[src/rtl/snake_pkg.sv]
// Shared types and constants for the snake body block: direction and state
// encodings, coordinate widths and the packed {y, x} position record.
package snake_pkg;

   localparam int XY_W   = 5;
   localparam int GRID_N = 32;

   typedef enum logic [1:0] {
      DIR_UP    = 2'd0,
      DIR_DOWN  = 2'd1,
      DIR_LEFT  = 2'd2,
      DIR_RIGHT = 2'd3
   } dir_e;

   typedef enum logic [1:0] {
      ST_IDLE = 2'd0,
      ST_RUN  = 2'd1,
      ST_DEAD = 2'd2
   } state_e;

   typedef struct packed {
      logic [XY_W-1:0] y;
      logic [XY_W-1:0] x;
   } pos_t;

   // Opposite directions differ only in bit 0 (up/down, left/right).
   function automatic dir_e dir_reverse(input dir_e d);
      return dir_e'(d ^ 2'b01);
   endfunction

endpackage

[src/rtl/snake_next_head.sv]
// Combinational next-head calculator: moves the head one cell in the given
// direction with 5-bit wrapping arithmetic and flags when the move crossed
// the grid edge.
module snake_next_head
   import snake_pkg::*;
(
   input  pos_t head,
   input  dir_e dir,
   output pos_t next_head,
   output logic out_of_range
);

   // One-cell move plus edge-crossing detection.
   always_comb begin
      // NOTE: every output gets a default first so no path leaves it unassigned (no latch).
      next_head    = head;
      out_of_range = 1'b0;
      case (dir)
         DIR_UP: begin
            next_head.y  = head.y - 5'd1;
            out_of_range = (head.y == 5'd0);
         end
         DIR_DOWN: begin
            next_head.y  = head.y + 5'd1;
            out_of_range = (head.y == 5'(GRID_N - 1));
         end
         DIR_LEFT: begin
            next_head.x  = head.x - 5'd1;
            out_of_range = (head.x == 5'd0);
         end
         DIR_RIGHT: begin
            next_head.x  = head.x + 5'd1;
            out_of_range = (head.x == 5'(GRID_N - 1));
         end
         default: begin
            next_head    = head;
            out_of_range = 1'b0;
         end
      endcase
   end

endmodule

[src/rtl/snake_body.sv]
// Snake body register: holds the packed segment list, applies steps, turns
// and growth, and tracks IDLE/RUN/DEAD. Define SNAKE_WALL_WRAP_EN to make
// the head wrap around the grid edge instead of dying there.
module snake_body
   import snake_pkg::*;
#(
   parameter int SEG_NUM  = 16,
   parameter int SEG_W    = 16,
   parameter int POS_W    = 10,
   parameter int INIT_LEN = 3,
   parameter int START_X  = 16,
   parameter int START_Y  = 16
)(
   input  logic                     clk,
   input  logic                     rst_n,
   input  logic                     start,
   input  logic                     step,
   input  logic                     dir_valid,
   input  logic [1:0]               dir,
   input  logic                     grow,
   input  logic                     stop,
   output logic [SEG_NUM*SEG_W-1:0] snake,
   output logic [4:0]               length,
   output logic                     alive,
   output logic                     move_done
);

`ifdef SNAKE_WALL_WRAP_EN
   localparam bit WALL_KILLS = 1'b0;
`else
   localparam bit WALL_KILLS = 1'b1;
`endif

   state_e     state_q, state_d;
   pos_t       seg_q [SEG_NUM];
   pos_t       seg_d [SEG_NUM];
   logic [4:0] len_q, len_d;
   dir_e       cur_dir_q, cur_dir_d;
   dir_e       pend_dir_q, pend_dir_d;
   logic       pend_vld_q, pend_vld_d;
   logic       grow_q, grow_d;
   logic       alive_q, alive_d;
   logic       move_done_q, move_done_d;

   dir_e       step_dir;
   pos_t       next_head;
   logic       head_oob;
   logic       grow_eff;
   logic [4:0] new_len;
   int         last_idx;

   // Direction used by a step: the pending turn unless it would reverse.
   always_comb begin
      step_dir = cur_dir_q;
      if (pend_vld_q && (pend_dir_q != dir_reverse(cur_dir_q))) begin
         step_dir = pend_dir_q;
      end
   end

   snake_next_head u_next_head (
      .head         (seg_q[0]),
      .dir          (step_dir),
      .next_head    (next_head),
      .out_of_range (head_oob)
   );

   // Length after a step, and the index of the tail segment it implies.
   always_comb begin
      grow_eff = grow_q | grow;
      new_len  = len_q;
      if (grow_eff && (len_q < 5'(SEG_NUM))) begin
         new_len = len_q + 5'd1;
      end
      last_idx = (new_len == 5'd0) ? 0 : int'(new_len) - 1;
   end

   // Next-state logic for the FSM, body, length and direction flags.
   always_comb begin
      state_d     = state_q;
      len_d       = len_q;
      cur_dir_d   = cur_dir_q;
      pend_dir_d  = pend_dir_q;
      pend_vld_d  = pend_vld_q;
      grow_d      = grow_q;
      move_done_d = 1'b0;
      for (int i = 0; i < SEG_NUM; i++) begin
         seg_d[i] = seg_q[i];
      end

      case (state_q)
         ST_IDLE, ST_DEAD: begin
            if (start) begin
               state_d    = ST_RUN;
               len_d      = 5'(INIT_LEN);
               cur_dir_d  = DIR_RIGHT;
               pend_vld_d = 1'b0;
               grow_d     = 1'b0;
               // Body laid out leftward from the head; unused slots repeat the tail.
               for (int i = 0; i < SEG_NUM; i++) begin
                  seg_d[i].y = 5'(START_Y);
                  seg_d[i].x = 5'(START_X - ((i < INIT_LEN) ? i : INIT_LEN - 1));
               end
            end
         end

         ST_RUN: begin
            if (grow) begin
               grow_d = 1'b1;
            end
            if (stop) begin
               state_d = ST_DEAD;
            end else if (step) begin
               pend_vld_d = 1'b0;
               if (WALL_KILLS && head_oob) begin
                  state_d = ST_DEAD;
               end else begin
                  cur_dir_d   = step_dir;
                  len_d       = new_len;
                  grow_d      = 1'b0;
                  move_done_d = 1'b1;
                  // Shift toward the tail; slots past the tail mirror the new tail.
                  for (int i = 0; i < SEG_NUM; i++) begin
                     if (i == 0 || last_idx == 0) begin
                        seg_d[i] = next_head;
                     end else if (i <= last_idx) begin
                        seg_d[i] = seg_q[i-1];
                     end else begin
                        seg_d[i] = seg_q[last_idx-1];
                     end
                  end
               end
            end
         end

         default: begin
            state_d = ST_IDLE;
         end
      endcase

      if (dir_valid) begin
         pend_dir_d = dir_e'(dir);
         pend_vld_d = 1'b1;
      end

      alive_d = (state_d == ST_RUN);
   end

   // State and body registers with asynchronous clear.
   always_ff @(posedge clk or negedge rst_n) begin
      if (!rst_n) begin
         state_q     <= ST_IDLE;
         len_q       <= 5'd0;
         cur_dir_q   <= DIR_RIGHT;
         pend_dir_q  <= DIR_UP;
         pend_vld_q  <= 1'b0;
         grow_q      <= 1'b0;
         alive_q     <= 1'b0;
         move_done_q <= 1'b0;
         // NOTE: the body array is a visible output that must read zero in reset, so it is cleared here.
         for (int i = 0; i < SEG_NUM; i++) begin
            seg_q[i] <= '0;
         end
      end else begin
         // NOTE: non-blocking assignments so every flop samples the pre-edge values.
         state_q     <= state_d;
         len_q       <= len_d;
         cur_dir_q   <= cur_dir_d;
         pend_dir_q  <= pend_dir_d;
         pend_vld_q  <= pend_vld_d;
         grow_q      <= grow_d;
         alive_q     <= alive_d;
         move_done_q <= move_done_d;
         for (int i = 0; i < SEG_NUM; i++) begin
            seg_q[i] <= seg_d[i];
         end
      end
   end

   for (genvar g = 0; g < SEG_NUM; g++) begin : g_pack
      assign snake[g*SEG_W +: SEG_W] = {{(SEG_W-POS_W){1'b0}}, seg_q[g]};
   end

   assign length    = len_q;
   assign alive     = alive_q;
   assign move_done = move_done_q;

endmodule

[config.mk]
export PLATFORM = sky130hd
export DESIGN_NAME = snake_body
export DESIGN_NICKNAME = d
export VERILOG_FILES = /design/src/rtl/snake_pkg.sv /design/src/rtl/snake_next_head.sv /design/src/rtl/snake_body.sv
export SDC_FILE = /design/constraint.sdc
export NUM_CORES = 1
export LEC_CHECK = 0
export ABC_AREA = 1
export ABC_CLOCK_PERIOD_IN_PS = 5000
export CORE_UTILIZATION = 53
export CTS_CLUSTER_DIAMETER = 30
export DETAILED_ROUTE_END_ITERATION = 16
export HOLD_SLACK_MARGIN = 0.05
export PLACE_DENSITY = 0.83
export SYNTH_ARGS = -nofsm -noshare
export SYNTH_HDL_FRONTEND = slang
export SYNTH_SLANG_ARGS = --single-unit
[constraint.sdc]
create_clock -name clk -period 5 [get_ports clk]
set_input_delay 0.5 -clock clk [delete_from_list [all_inputs] [get_ports clk]]
set_output_delay 0.5 -clock clk [all_outputs]
set_load 0.03 [all_outputs]
==> results.py <==
metrics = {
    "yosys": {
        "synth_area_leaders": "dfrtp_1, nand2_1, nand3_1, a21oi_1, buf_4",
        "synth_compound_area_frac": 0.1027,
        "synth-simple-area-share": 0.3835,
        "synth-seq-cells": 175,
        "avgSynthCellArea_um2": 6.527,
        "synth_flop_cell": "dfrtp_1",
        "synthTopCellsByCount": "nand2_1, nand3_1, dfrtp_1",
        "synth_top_area_cell": "dfrtp_1",
        "yosysMostFrequentCell": "nand2_1",
        "synth_async_sr_flop_share": 1.000,
        "synth_top_family_by_area": "simple AND/OR/NAND/NOR gates",
        "synth_mux_area_frac": 0,
        "synth-edff-count": 0,
        "ys_types": 46,
        "syn_inst": 1965,
        "yosysSeqAreaShare": 0.3417,
        "synth.yosys.warnings": 0,
        "synth-adder-area-share": 0.01580,
        "synth_top_area_frac": 0.3376,
        "synth_xor_area_frac": 0.005366,
        "synth_area_um2": 12820,
    },
    "clocking": {
        "cts_resized": 0,
        "clk_pin_slew_ns": 0.07,
        "insertion_delay_ns": 0.43,
        "cts_setup_buffers": 0,
        "cts_tree": "done",
        "h-tree-depth": 4,
        "clk_path_buf_depth": 2,
        "cts.sinks": 175,
        "ctsRootBufferMaster": "clkbuf_16",
        "numCtsBuffers": 17,
    },
    "worst_setup_path": {
        "crit_slowest_cell": "buf_4",
        "crit_path_max_fanout": 60,
        "worst-setup-path-type": "in -> reg",
        "cp_top_family": "buffers and inverters",
        "cp-end-kind": "flop",
        "worstPathRequired_ns": 5.32,
        "worst_path_largest_cell_delay_ns": 0.63,
        "critPathLaunchType": "input port",
        "crit_path_frequent_cell": "nand2_1",
        "regToRegStartpoint": "length[0]",
        "worstRegToRegCells": 19,
        "critPathArrivalTime_ns": 4.67,
        "r2r_slack_ns": 0.66,
        "worst-path-buf-inv": 6,
        "path_cells": "clkdlybuf4s50_1, nor2_1, nor2_1, nand2_1, nand2_1, inv_1, ha_1, inv_1, nor2_4, nand3_4, buf_4, nand3_2, buf_4, nand3_2, nand2_1, nand3_1, clkinv_1, nand3_1, nand2_1, nand2_1, nand2_1",
        "path_depth": 21,
        "worst_r2r_endpoint": "snake[38]",
    },
    "sta": {
        "post-route-period-util": 0.8699,
        "fmax_mhz": 229.9,
        "hold_viol_final": 0,
        "fin_skew_ns": 0.008365,
        "tightest_slew_ns": 1.015,
        "setup_ws_ns": 0.6507,
        "rsz0062_at_grt": "no",
        "slew_violations": 0,
        "slew_headroom": 0.3235,
        "period_minus_slack_ns": 4.349,
        "setup_violations": 0,
        "finalSetupTns_ns": 0,
    },
    "die": {
        "start_util": 0.5431,
        "die_area_um2": 24820,
        "coreArea_um2": 23610,
        "die_height_um": 157.6,
        "fp-row-count": 56,
        "fp.dieW_um": 157.6,
        "ios": 272,
    },
    "placed_design": {
        "port_buffers": 175,
        "dpl.hpwl_um": 31040,
        "place_ws_ns": 0.3949,
        "gp_congestion": 0.9931,
        "dpl.cell_count": 2378,
    },
    "outcome": {
        "status": "finished clean",
    },
    "run": {
        "maxCapViolations": 0,
    },
    "global_route": {
        "grt_pass1_vias": 13040,
        "gr-total-overflow": 0,
        "grt-busiest-layer": "met2",
        "antenna_found_initial": 1,
        "grt_max_degree": 86,
        "grt_use_met2": 0.5697,
        "grtUsageTotal": 0.3851,
        "groute.layer.met1.usage": 0.5234,
        "grt_first_pass_wirelength_um": 72870,
        "grt_use_met3": 0.09554,
    },
    "hold_path": {
        "holdPathEnd": "cur_dir_q[0]",
        "hold_depth": 2,
        "worstHoldPathType": "reg -> reg",
        "hold_start": "cur_dir_q[0]",
    },
    "cells_and_area": {
        "drive_gt1_frac": 0.06358,
        "final_nets": 2103,
        "syn_to_final_growth_pct": 16.81,
        "antenna_cells": 0,
        "fin_cells": 2411,
        "fill_cells": 2193,
    },
    "detailed_routing": {
        "viasPerCell": 5.926,
        "ant_nets": 0,
        "drcViolationCount": 0,
        "first_pass_iters": 7,
        "drt-wirelength-per-cell_um": 19.52,
        "drt_iter0_markers": 2243,
        "wl_um": 47060,
        "vias": 14287,
    },
}
layout make-up:
class	instances	area (um2)	area share
tap	319	399.1	0.02664
multi-input combinational	1496	6879	0.4592
inverter	175	656.9	0.04385
timing repair buffer	214	2073	0.1384
clock inverter	12	133.9	0.008937
clock buffer	20	456.7	0.03049
sequential	175	4382	0.2925
flip-flops by register name, indices dropped and copies added (netlist names):
name and cells:
move_done 1, state_q 2, cur_dir_q 2, pend_dir_q 2, pend_vld_q 1, grow_q 1
snake 160, alive 1, length 5
layout by cell type, fill, tap and decap left out, types with 15 or more instances in the layout:
cell / n
a21oi_1: 170
buf_4: 36
clkbuf_16: 17
clkdlybuf4s50_1: 174
conb_1: 96
dfrtp_1: 173
inv_1: 155
inv_2: 15
nand2_1: 652
nand3_1: 344
nand3_2: 20
nor2_1: 88
o21ai_0: 46
metrics by stage:
step	util	hold WS, ns	area [um2]
finish	0.6344	0.5062	14980
global route	0.6344	0.5259	14980
CTS	0.6344	0.4984	14980
detailed placement	0.6090	0.4858	14380
global placement	0.6090	0.4750	14380
floorplan	-	0.2044	13180
worst register-to-register path, stage by stage (launching register included):
cell	delay [ns]
dfrtp_1	0.50
ha_1	0.33
nand2_1	0.05
nand2_1	0.13
inv_1	0.08
ha_1	0.21
inv_1	0.11
nor2_4	0.07
nand3_4	0.08
buf_4	0.63
nand3_2	0.15
buf_4	0.22
nand3_2	0.10
nand2_1	0.31
nand3_1	0.21
clkinv_1	0.47
nand3_1	0.37
nand2_1	0.08
nand2_1	0.06
nand2_1	0.07
what timing repair did:
item,in CTS,in global routing
hold endpoints to repair,50,0
hold buffers,1,0
setup endpoints to repair,0,0
layer usage:
layer	wire length, um	vias up
met5	0	-
met4	2264	0
met3	6628	194
met2	20430	1222
met1	17740	6520
li1	-	6351
worst max-delay path by stage:
stage | start | endpoint
4_1_cts | length[0] | snake[38]
3_5_place_dp | grow | snake[38]
6_report | grow | snake[38]
2_1_floorplan | length[4] | snake[21]
5_1_grt | length[0] | snake[19]
3_3_place_gp | grow | snake[38]
cell families (layout without fill, tap and decap cells):
family,Yosys count,count (layout)
buffers and inverters,389,421
and+or+nand+nor,1129,1129
other,1,96
xor gates and xnor gates,7,7
adders and majority gates,15,15
DFF,175,175
AOI/OAI and AO/OA,249,249
Power is left out: the tool's default activity adds up to more than one toggle a clock period on the data nets, which glitch-free logic cannot reach.
